$ cat src/rtl/fifo_push_arbiter.sv
// fifo_push_arbiter
//
// Shares the single push port of the parity FIFO between NUM_REQ independent
// producers. A round-robin scan picks one eligible producer per cycle and
// loads its payload into a one-entry output register. That register drives
// the FIFO push interface.
//
// Handshake (every producer port and the FIFO port): valid is held high with
// stable data until grant. A transfer happens on a rising clk edge where
// valid and grant are both high. Grants here are combinational and never go
// to a deasserted or masked valid.
//
// Ports:
//   clk          - single clock, rising edge
//   reset_n      - synchronous active-low reset
//   req_valid_i  - per-requester push valid
//   req_data_i   - per-requester payload, requester k at [k*DATA_WIDTH +: DATA_WIDTH]
//   req_mask_i   - per-requester eligibility enable (1 = may be granted)
//   req_grant_o  - per-requester grant, one-hot or zero
//   push_valid_o - to FIFO push_valid_i
//   push_data_o  - to FIFO push_data_i
//   push_grant_i - from FIFO push_grant_o
//   push_src_o   - index of the requester whose data sits in the output register
//   busy_o       - output register occupied (same as push_valid_o)
module fifo_push_arbiter #(
  parameter int NUM_REQ    = 4,
  parameter int DATA_WIDTH = 8,
  parameter int ID_WIDTH   = (NUM_REQ > 1) ? $clog2(NUM_REQ) : 1
) (
  input  logic                          clk,
  input  logic                          reset_n,
  input  logic [NUM_REQ-1:0]            req_valid_i,
  input  logic [NUM_REQ*DATA_WIDTH-1:0] req_data_i,
  input  logic [NUM_REQ-1:0]            req_mask_i,
  output logic [NUM_REQ-1:0]            req_grant_o,
  output logic                          push_valid_o,
  output logic [DATA_WIDTH-1:0]         push_data_o,
  input  logic                          push_grant_i,
  output logic [ID_WIDTH-1:0]           push_src_o,
  output logic                          busy_o
);

  localparam logic [ID_WIDTH-1:0] LAST_IDX = ID_WIDTH'(NUM_REQ - 1);

  logic                  out_valid;
  logic [DATA_WIDTH-1:0] out_data;
  logic [ID_WIDTH-1:0]   out_src;
  logic [ID_WIDTH-1:0]   last_winner;

  logic [NUM_REQ-1:0]    elig;
  logic [DATA_WIDTH-1:0] data_arr [NUM_REQ];
  logic                  can_load;
  logic                  found;
  logic [ID_WIDTH-1:0]   winner;
  logic [ID_WIDTH-1:0]   scan_idx;
  logic                  load;

  assign elig = req_valid_i & req_mask_i;

  for (genvar k = 0; k < NUM_REQ; k++) begin : g_unpack
    assign data_arr[k] = req_data_i[k*DATA_WIDTH +: DATA_WIDTH];
  end

  // Draining the register and refilling it in the same cycle gives one
  // transfer per cycle when the FIFO keeps granting.
  assign can_load = !out_valid || push_grant_i;

  // Scan starts just after last_winner and wraps at NUM_REQ-1 back to 0,
  // so the previous winner has lowest priority.
  always_comb begin
    found    = 1'b0;
    winner   = '0;
    scan_idx = last_winner;
    for (int i = 0; i < NUM_REQ; i++) begin
      if (scan_idx == LAST_IDX) begin
        scan_idx = '0;
      end else begin
        scan_idx = scan_idx + ID_WIDTH'(1);
      end
      if (!found && elig[scan_idx]) begin
        found  = 1'b1;
        winner = scan_idx;
      end
    end
  end

  assign load = reset_n && can_load && found;

  always_comb begin
    req_grant_o = '0;
    if (load) begin
      req_grant_o[winner] = 1'b1;
    end
  end

  // Priority only rotates on a requester grant, so FIFO backpressure cannot
  // shuffle the order.
  always_ff @(posedge clk) begin
    if (!reset_n) begin
      out_valid   <= 1'b0;
      out_data    <= '0;
      out_src     <= '0;
      last_winner <= LAST_IDX;
    end else if (load) begin
      out_valid   <= 1'b1;
      out_data    <= data_arr[winner];
      out_src     <= winner;
      last_winner <= winner;
    end else if (out_valid && push_grant_i) begin
      // Drained with no refill; data and source are left as they were.
      out_valid <= 1'b0;
    end
  end

  assign push_valid_o = out_valid;
  assign push_data_o  = out_data;
  assign push_src_o   = out_src;
  assign busy_o       = out_valid;

endmodule

$ cat config.mk
export PLATFORM = sky130hd
export DESIGN_NAME = fifo_push_arbiter
export DESIGN_NICKNAME = d
export VERILOG_FILES = /design/src/rtl/fifo_push_arbiter.sv
export SDC_FILE = /design/constraint.sdc
export NUM_CORES = 1
export LEC_CHECK = 0
export ABC_AREA = 1
export CAP_MARGIN = 20
export CORE_AREA = 2 2 49 69
export DETAILED_ROUTE_END_ITERATION = 10
export DIE_AREA = 0 0 51 71
export GPL_TIMING_DRIVEN = 0
export PLACE_DENSITY_LB_ADDON = 0.3
export SLEW_MARGIN = 20
export SYNTH_ARGS = -nofsm -noshare
export SYNTH_HDL_FRONTEND = slang
export SYNTH_SLANG_ARGS = --single-unit
$ cat constraint.sdc
create_clock -name clk -period 3.33 [get_ports clk]
set_clock_uncertainty 0.1 [all_clocks]
set_input_delay 0.666 -clock clk [delete_from_list [all_inputs] [get_ports clk]]
set_output_delay 0.666 -clock clk [all_outputs]
set_load 0.05 [all_outputs]
==> Yosys cells after proc, flatten, opt, wreduce, memory -nomap -nowiden <==
Index checks and enable logic that the tools add are counted.
{ "classes": {"addsub": 4, "mul": 0, "div_mod_pow": 0, "n_lt_le_gt_ge": 7, "n_eq_ne": 4, "shift": 0, "n_mux": 28, "bitwise_logic": 2, "reduce_logical": 13} }
{ "ops": {"columns": ["cell", "n"], "rows": [
  ["8-bit binary-select mux with 2-bit select", 1],
  ["2-bit two-way mux", 8],
  ["8-bit two-way mux", 2],
  ["2-bit by 3-bit < comparator with 1-bit output, second input constant", 5],
  ["1-bit two-way mux", 11],
  ["2-bit by 1-bit adder with 2-bit output, second input constant", 4],
  ["1-bit binary-select mux with 2-bit select", 4],
  ["2-bit equality test, second input constant", 4],
  ["1-bit logical AND", 7],
  ["4-bit bitwise AND", 1],
  ["1-bit zero test", 4],
  ["4-bit two-way mux", 1],
  ["3-bit >= comparator, second input constant", 1],
  ["2-bit inverter with 3-bit output", 1],
  ["1-bit demux with 2-bit select", 1],
  ["2-bit by 1-bit >= comparator with 1-bit output, second input constant", 1],
  ["2-bit nonzero test", 1],
  ["1-bit logical OR", 1]
]} }
{ "totals": {"ff_bits": 13, "latch_bits": 0, "mem_bits_rw": 0, "mem_bits_ro": 0, "input_bits": 43, "elab_cells": 62, "memories": 0} }

==> Depth between registers and ports, before layout <==
Gate-level depths: netlist (run 1).
{ "logic_depth": {"depth_word": 19, "mapped_depth": 17} }

==> Least setup slack after synthesis (run 1) <==
No wires, ideal clock.
{ "synth_timing": {"kind": "register to output", "from": "reg last_winner[0]", "to": "out req_grant_o[0]", "arrival_ns": 2.417, "required_time_ns": 2.564, "slack_ns": 0.147, "path_stages_with_launch": 16, "path_buffers": 2, "path_cell_list": "dfxtp_1 -> ha_1 -> inv_2 -> nand2_2 -> buf_6 -> nand2_2 -> nand3_1 -> nand2_1 -> nor2_1 -> nand2_1 -> nand2_4 -> nand2_4 -> buf_6 -> nor2_1 -> inv_1 -> nor2_1"} }
{ "synth_between": {"elab_chain_cells": 19, "word_cells_on_any_way": 41, "classes_between": "add/sub (4); order compare (2); eq/ne (4); mux (23); reduce/logical (8)"} }
{ "synth_rtl": {"columns": ["item", "line_no", "text"], "rows": [
  ["start: declaration", "48", "logic [ID_WIDTH-1:0] last_winner;"],
  ["start signal: assignment", "108", "last_winner <= winner;"],
  ["2-bit by 1-bit adder with 2-bit output / 2-bit equality test (equally long branches)", "78, 75", null],
  ["2-bit two-way mux (*)", "75", "if (scan_idx == LAST_IDX) begin"],
  ["parallel branches: the longest is 16 deep, another holds 2-bit by 3-bit < comparator with 1-bit output", null, null],
  ["4-bit two-way mux (*)", "91", "if (load) begin"],
  ["end: declaration", "35", "output logic [NUM_REQ-1:0] req_grant_o,"]
]} }
Every way passes the cells marked *. The select of a mux whose other input is x is not followed.

==> Final worst setup path (run 1) <==
{ "layout_timing": {"from": "in req_valid_i[3]", "to": "out req_grant_o[0]"} }
{ "layout_between": {"elab_chain_cells": 18, "word_cells_on_any_way": 30, "classes_between": "order compare (2); mux (19); bitwise (1); reduce/logical (8)"} }
{ "layout_rtl": {"columns": ["item", "line_no", "text"], "rows": [
  ["start: declaration", "32", "input logic [NUM_REQ-1:0] req_valid_i,"],
  ["4-bit bitwise AND (*)", "58", "assign elig = req_valid_i & req_mask_i;"],
  ["1-bit binary-select mux with 2-bit select", "80", "if (!found && elig[scan_idx]) begin"],
  ["1-bit two-way mux (not written as such)", "80", null],
  ["1-bit two-way mux", "80", null],
  ["1-bit zero test", "80", null],
  ["1-bit logical AND", "80", null],
  ["1-bit two-way mux", "80", null],
  ["1-bit zero test", "80", null],
  ["[... 2 more ...]", null, null],
  ["1-bit zero test", "80", null],
  ["1-bit logical AND", "80", null],
  ["2-bit two-way mux", "80", null],
  ["2-bit by 3-bit < comparator with 1-bit output (not written as such) / 2-bit by 1-bit >= comparator with 1-bit output (equally long branches)", "92", "req_grant_o[winner] = 1'b1;"],
  ["1-bit logical AND (not written as such)", "92", null],
  ["1-bit two-way mux (not written as such)", "92", null],
  ["1-bit demux with 2-bit select", "92", null],
  ["4-bit two-way mux (*)", "91", null]
]} }
Mark *: on every way between the ends. The rest lies on a longest branch, timed or not. The select of a mux whose other input is x is not followed.

==> results.md, run 1 <==
- The post-synthesis area per instance is approximately 5.8 µm².
- The number of antenna repair diodes is 0.
- Adding up every negative setup slack in the final design gives 0 ns.
- Max-cap violations in this run came to 0.
- Counting distinct cell types in the post-synthesis netlist gives 19.
- The worst-case IR drop observed on VDD is about 1000 µV.
- Among all cell types in the netlist, the one instantiated most often is sky130_fd_sc_hd__nand2_1.
- The synthesized area is 1121 µm².
- The area inside the core boundary is approximately 3000 µm².
- The initial antenna violation count was 0.
- The final-report setup violation count is 0.
- Synthesis produced a netlist whose cell count is slightly below 200.
- The weighted congestion at the end of routability-driven global placement is 0.8391.
- The synthesized design devotes to its leading area cell type between 20% and 30% of total area.
- The sequential group share of total power is between 10 and 15%.
- The via count of the first global-routing pass is 1366.
- The first-pass GRT wire length is between 5000 and 6000 µm.
- After detailed routing, the number of vias per cell comes to between 4 and 5.
- The final layout contains a little over 300 nets.
- The root buffer cell chosen for the clock tree is sky130_fd_sc_hd__clkbuf_8.
- The number of buffers on the longest clock path is 2.
- The hold path depth is 2.
- The relative slew slack is between 60% and 70%.
- The worst setup path is launched from an input port.
- The total routing usage reported by global routing is about a fifth.
- The startpoint of the worst-slack reg-to-reg timing path is last_winner[0]$_SDFFE_PN1P_.
- Counting every sink on the clock net gives 13.
- The category of the most critical setup path is in -> out.
- The slew at the pin closest to its max-slew limit is roughly 0.51 ns.
- The area used by sequential logic in the layout is 260.3 µm².
- The clock network power share is ~5.7%.
- The die is about 50 µm wide.
- The vertical die dimension is 71 µm.
- The share of the clock period used by the worst path is 95.66%.
- Dividing the detail-routed wire length by the instance count gives approximately 11 µm.
- The critical path data arrival time is between 2 and 2.5 ns.
- In this run the critical register-to-register path is captured at push_data_o[7]$_SDFFE_PN0P_.
- The area of the die is 3621 µm².
- Counting every net in the synthesized netlist gives ~240.
- In this run, post-CTS hold repair placed 0 buffers.
- The clock insertion delay at the later pin of the skew report is approximately 0.24 ns.
- For this run the aggregate overflow at the end of global routing stands at 0.
- The count of nets left with antenna violations once routing finished came out at 0.
- Sorting the synthesized cells by how often they occur yields sky130_fd_sc_hd__nand2_1, sky130_fd_sc_hd__nand3_1, sky130_fd_sc_hd__dfxtp_1.
- Timing would allow up to between 300 and 400 MHz.
- The combined area of the multi-input logic cells is between 700 and 800 µm².
- The final hold violation count is 0.
- The most used flip-flop cell after synthesis is sky130_fd_sc_hd__dfxtp_1.
- Of the cells placed in the final design, the portion with a size suffix greater than 1 is 16.92%.
- The post-layout worst setup margin is 0.1447 ns.
- The run finished with clean final reports.
- The fraction of power consumed by combinational cells is 82.7%.
- The number of H-tree branching levels is 1.
- For this block, the via count after detailed routing is 1437.
- For this run, design rule violations remaining after detail routing come to 0.
- For this design the ratio of total power to cell area is ~1300 nW/µm².
- Once the floorplan was initialized, standard cells occupied a little under two fifths of the core.
- The final critical delay including setup and external delays is about 3.2 ns.
- STA puts the critical path data required time at 2.56 ns.
- Clock-pin slew was measured on the worst setup and hold paths at ~0.050 ns.
- During placement, the flow inserted port buffers numbering 58.
- The worst register-to-register path has a setup slack of roughly 0.90 ns.
- The path type of the worst min-delay path is reg -> reg.
- Summing internal, switching and leakage power gives 2426 µW.
- The standby leakage power is roughly 0.00086 µW.
- The number of I/O pins is 59.
- The total of flip-flops plus latches after synthesis is 13.
- The floorplan has 24 rows.
- The launching element of the worst setup path is req_valid_i[3].
- The maximum number of pins on one net before global-route repair is 11.
- For this run, the slowest stage of the critical path takes about 0.47 ns.
- At the placement stage, the worst setup path has a slack of -0.6589 ns.
- Among all stages on the critical path, the largest delay is contributed by sky130_fd_sc_hd__clkdlybuf4s50_1.
- The signal on the critical path passes through clkdlybuf4s50_1, nand2_2, o21ai_0, nand2_1, nand2_2, nand2_4, nand2_1, nand2_1, nand2_4, nand2_4, buf_6, nor2_4, inv_1, nor2_2, buf_6.
- In this run, CTS created clock tree buffers numbering 3.
- The leading area contributor after synthesis is sky130_fd_sc_hd__nand2_1.
- Of all nets on the critical path, the largest fanout is 10.
- The sink of the worst hold path is push_data_o[0]$_SDFFE_PN0P_.
- Yosys attributes the largest share of cell area to sky130_fd_sc_hd__nand2_1, sky130_fd_sc_hd__dfxtp_1, sky130_fd_sc_hd__nand3_1, sky130_fd_sc_hd__a21oi_1, sky130_fd_sc_hd__nand2_2.
- Summing the sequential cell areas from Yosys gives between 20% and 30% of the chip area.
- The filler cell count is 310.
- The number of cells on the worst reg-to-reg path is 15.
- The worst setup path is captured at an output port.
- The TritonCTS clock tree is done.
- The share of flip-flops with an asynchronous set or reset after synthesis is 0%.
- The hold path startpoint is push_data_o[0]$_SDFFE_PN0P_.
- The number of synthesis warnings is 0.
- Relative to the synthesized area, the layout overhead comes to 66.41%.
- In this run, the number of DRC markers left after iteration 0 of detailed routing was 37.
- Cell internal power was estimated by the tool at between 1000 and 1500 µW.
- The number of enable flip-flop cells after synthesis is 0.
- Once detailed placement completed, the half-perimeter wirelength came to approximately 2700 µm.
- After detailed routing, the total wire length is approximately 3400 µm.
- In this run switching power makes up a little under three fifths of total power.
- The number of detailed-routing iterations run before antenna repair is 4.
- The max-slew violation total from the final report came to 0.
- The total net switching power is 1379 µW.
cells by family after synthesis:
| family | count (synthesis) | share of synthesized area (%) |
|---|---|---|
| AOI/OAI and AO/OA | 13 | 5.916 |
| adders and majority gates | 1 | 1.116 |
| DFF | 13 | 23.21 |
| buffers and inverters | 22 | 9.820 |
| and+or+nand+nor | 144 | 59.93 |
stage by stage:
step | area, µm² | hold slack (ns) | utilization, % | instances
after detailed placement | 1750 | 0.3589 | 57.71 | 290
after floorplan | 1121 | 0.3583 | - | 193
final | 1866 | 0.3627 | 61.51 | 299
after global placement | 1750 | 0.3568 | 57.71 | 290
after global routing | 1866 | 0.3873 | 61.51 | 299
after CTS | 1805 | 0.3641 | 59.53 | 295
sequential cells by signal, indices dropped and copies added, names as in the netlist:
register / flops
last_winner: 2
busy_o: 1
push_data_o: 8
push_src_o: 2
metal layers:
layer  part of all wire [%]  track usage [%]  vias to the layer above
met5                      0                0                        -
met4                    3.4            7.808                        0
met3                    6.0            4.641                       11
met2                     52            35.93                       49
met1                     38            22.03                      617
li1                       -                -                      760
worst max-delay path, delay by kind of cell:
kind,cells,cell delay [ns]
buffers and inverters,4,0.85
AND/OR/NAND/NOR,10,0.83
AO/OA/AOI/OAI,1,0.07
power by group through the flow:
stage	sequential (µW)	clock [µW]	combinational (µW)
final	281	139	2010
after global routing	292	148	2190
after CTS	282	142	1920
after detailed placement	284	0	1880
after global placement	282	0	1870
after floorplan	497	0	1180
worst max path at each step:
stage                           endpoint
final                     req_grant_o[0]
after global routing      req_grant_o[1]
after CTS                 req_grant_o[2]
after detailed placement  req_grant_o[0]
after global placement    req_grant_o[0]
after floorplan           req_grant_o[0]
placed cells by master (no fill, tap or decap), types with 3 or more instances in the layout:
cell,count
sky130_fd_sc_hd__buf_4,7
sky130_fd_sc_hd__nand2_2,8
sky130_fd_sc_hd__clkbuf_8,3
sky130_fd_sc_hd__clkdlybuf4s50_1,54
sky130_fd_sc_hd__nand3_1,46
sky130_fd_sc_hd__inv_2,4
sky130_fd_sc_hd__buf_2,4
sky130_fd_sc_hd__buf_6,6
sky130_fd_sc_hd__nor2_2,3
sky130_fd_sc_hd__dfxtp_1,13
sky130_fd_sc_hd__nand2_1,73
sky130_fd_sc_hd__nor2_1,5
sky130_fd_sc_hd__nor2_4,3
sky130_fd_sc_hd__nand2_4,3
sky130_fd_sc_hd__a21oi_1,10
sky130_fd_sc_hd__inv_1,9
final cells by class:
| class | instances | share of cell area [%] |
|---|---|---|
| well taps | 39 | 2.616 |
| plain buffers | 9 | 3.286 |
| repair buffers | 63 | 33.40 |
| inverters | 13 | 2.616 |
| multi-input cells | 158 | 41.72 |
| clock buffers | 4 | 2.414 |
| flip-flops and latches | 13 | 13.95 |
what timing repair did:
item | CTS | global route
setup endpoints to repair | 4 | 4
pin swaps | 1 | 3
resized for setup | 28 | 9
setup buffers | 1 | 4
(Power assumes the default switching activity.)
==> run 2: changes to the inputs <==
--- a/config.mk
+++ b/config.mk
@@ -12,7 +12,6 @@
 export DIE_AREA = 0 0 51 71
 export GPL_TIMING_DRIVEN = 0
 export PLACE_DENSITY_LB_ADDON = 0.3
-export SLEW_MARGIN = 20
 export SYNTH_ARGS = -nofsm -noshare
 export SYNTH_HDL_FRONTEND = slang
 export SYNTH_SLANG_ARGS = --single-unit
==> results of run 2 <==
Final layout, timing and power as in run 1 (identical DEF).
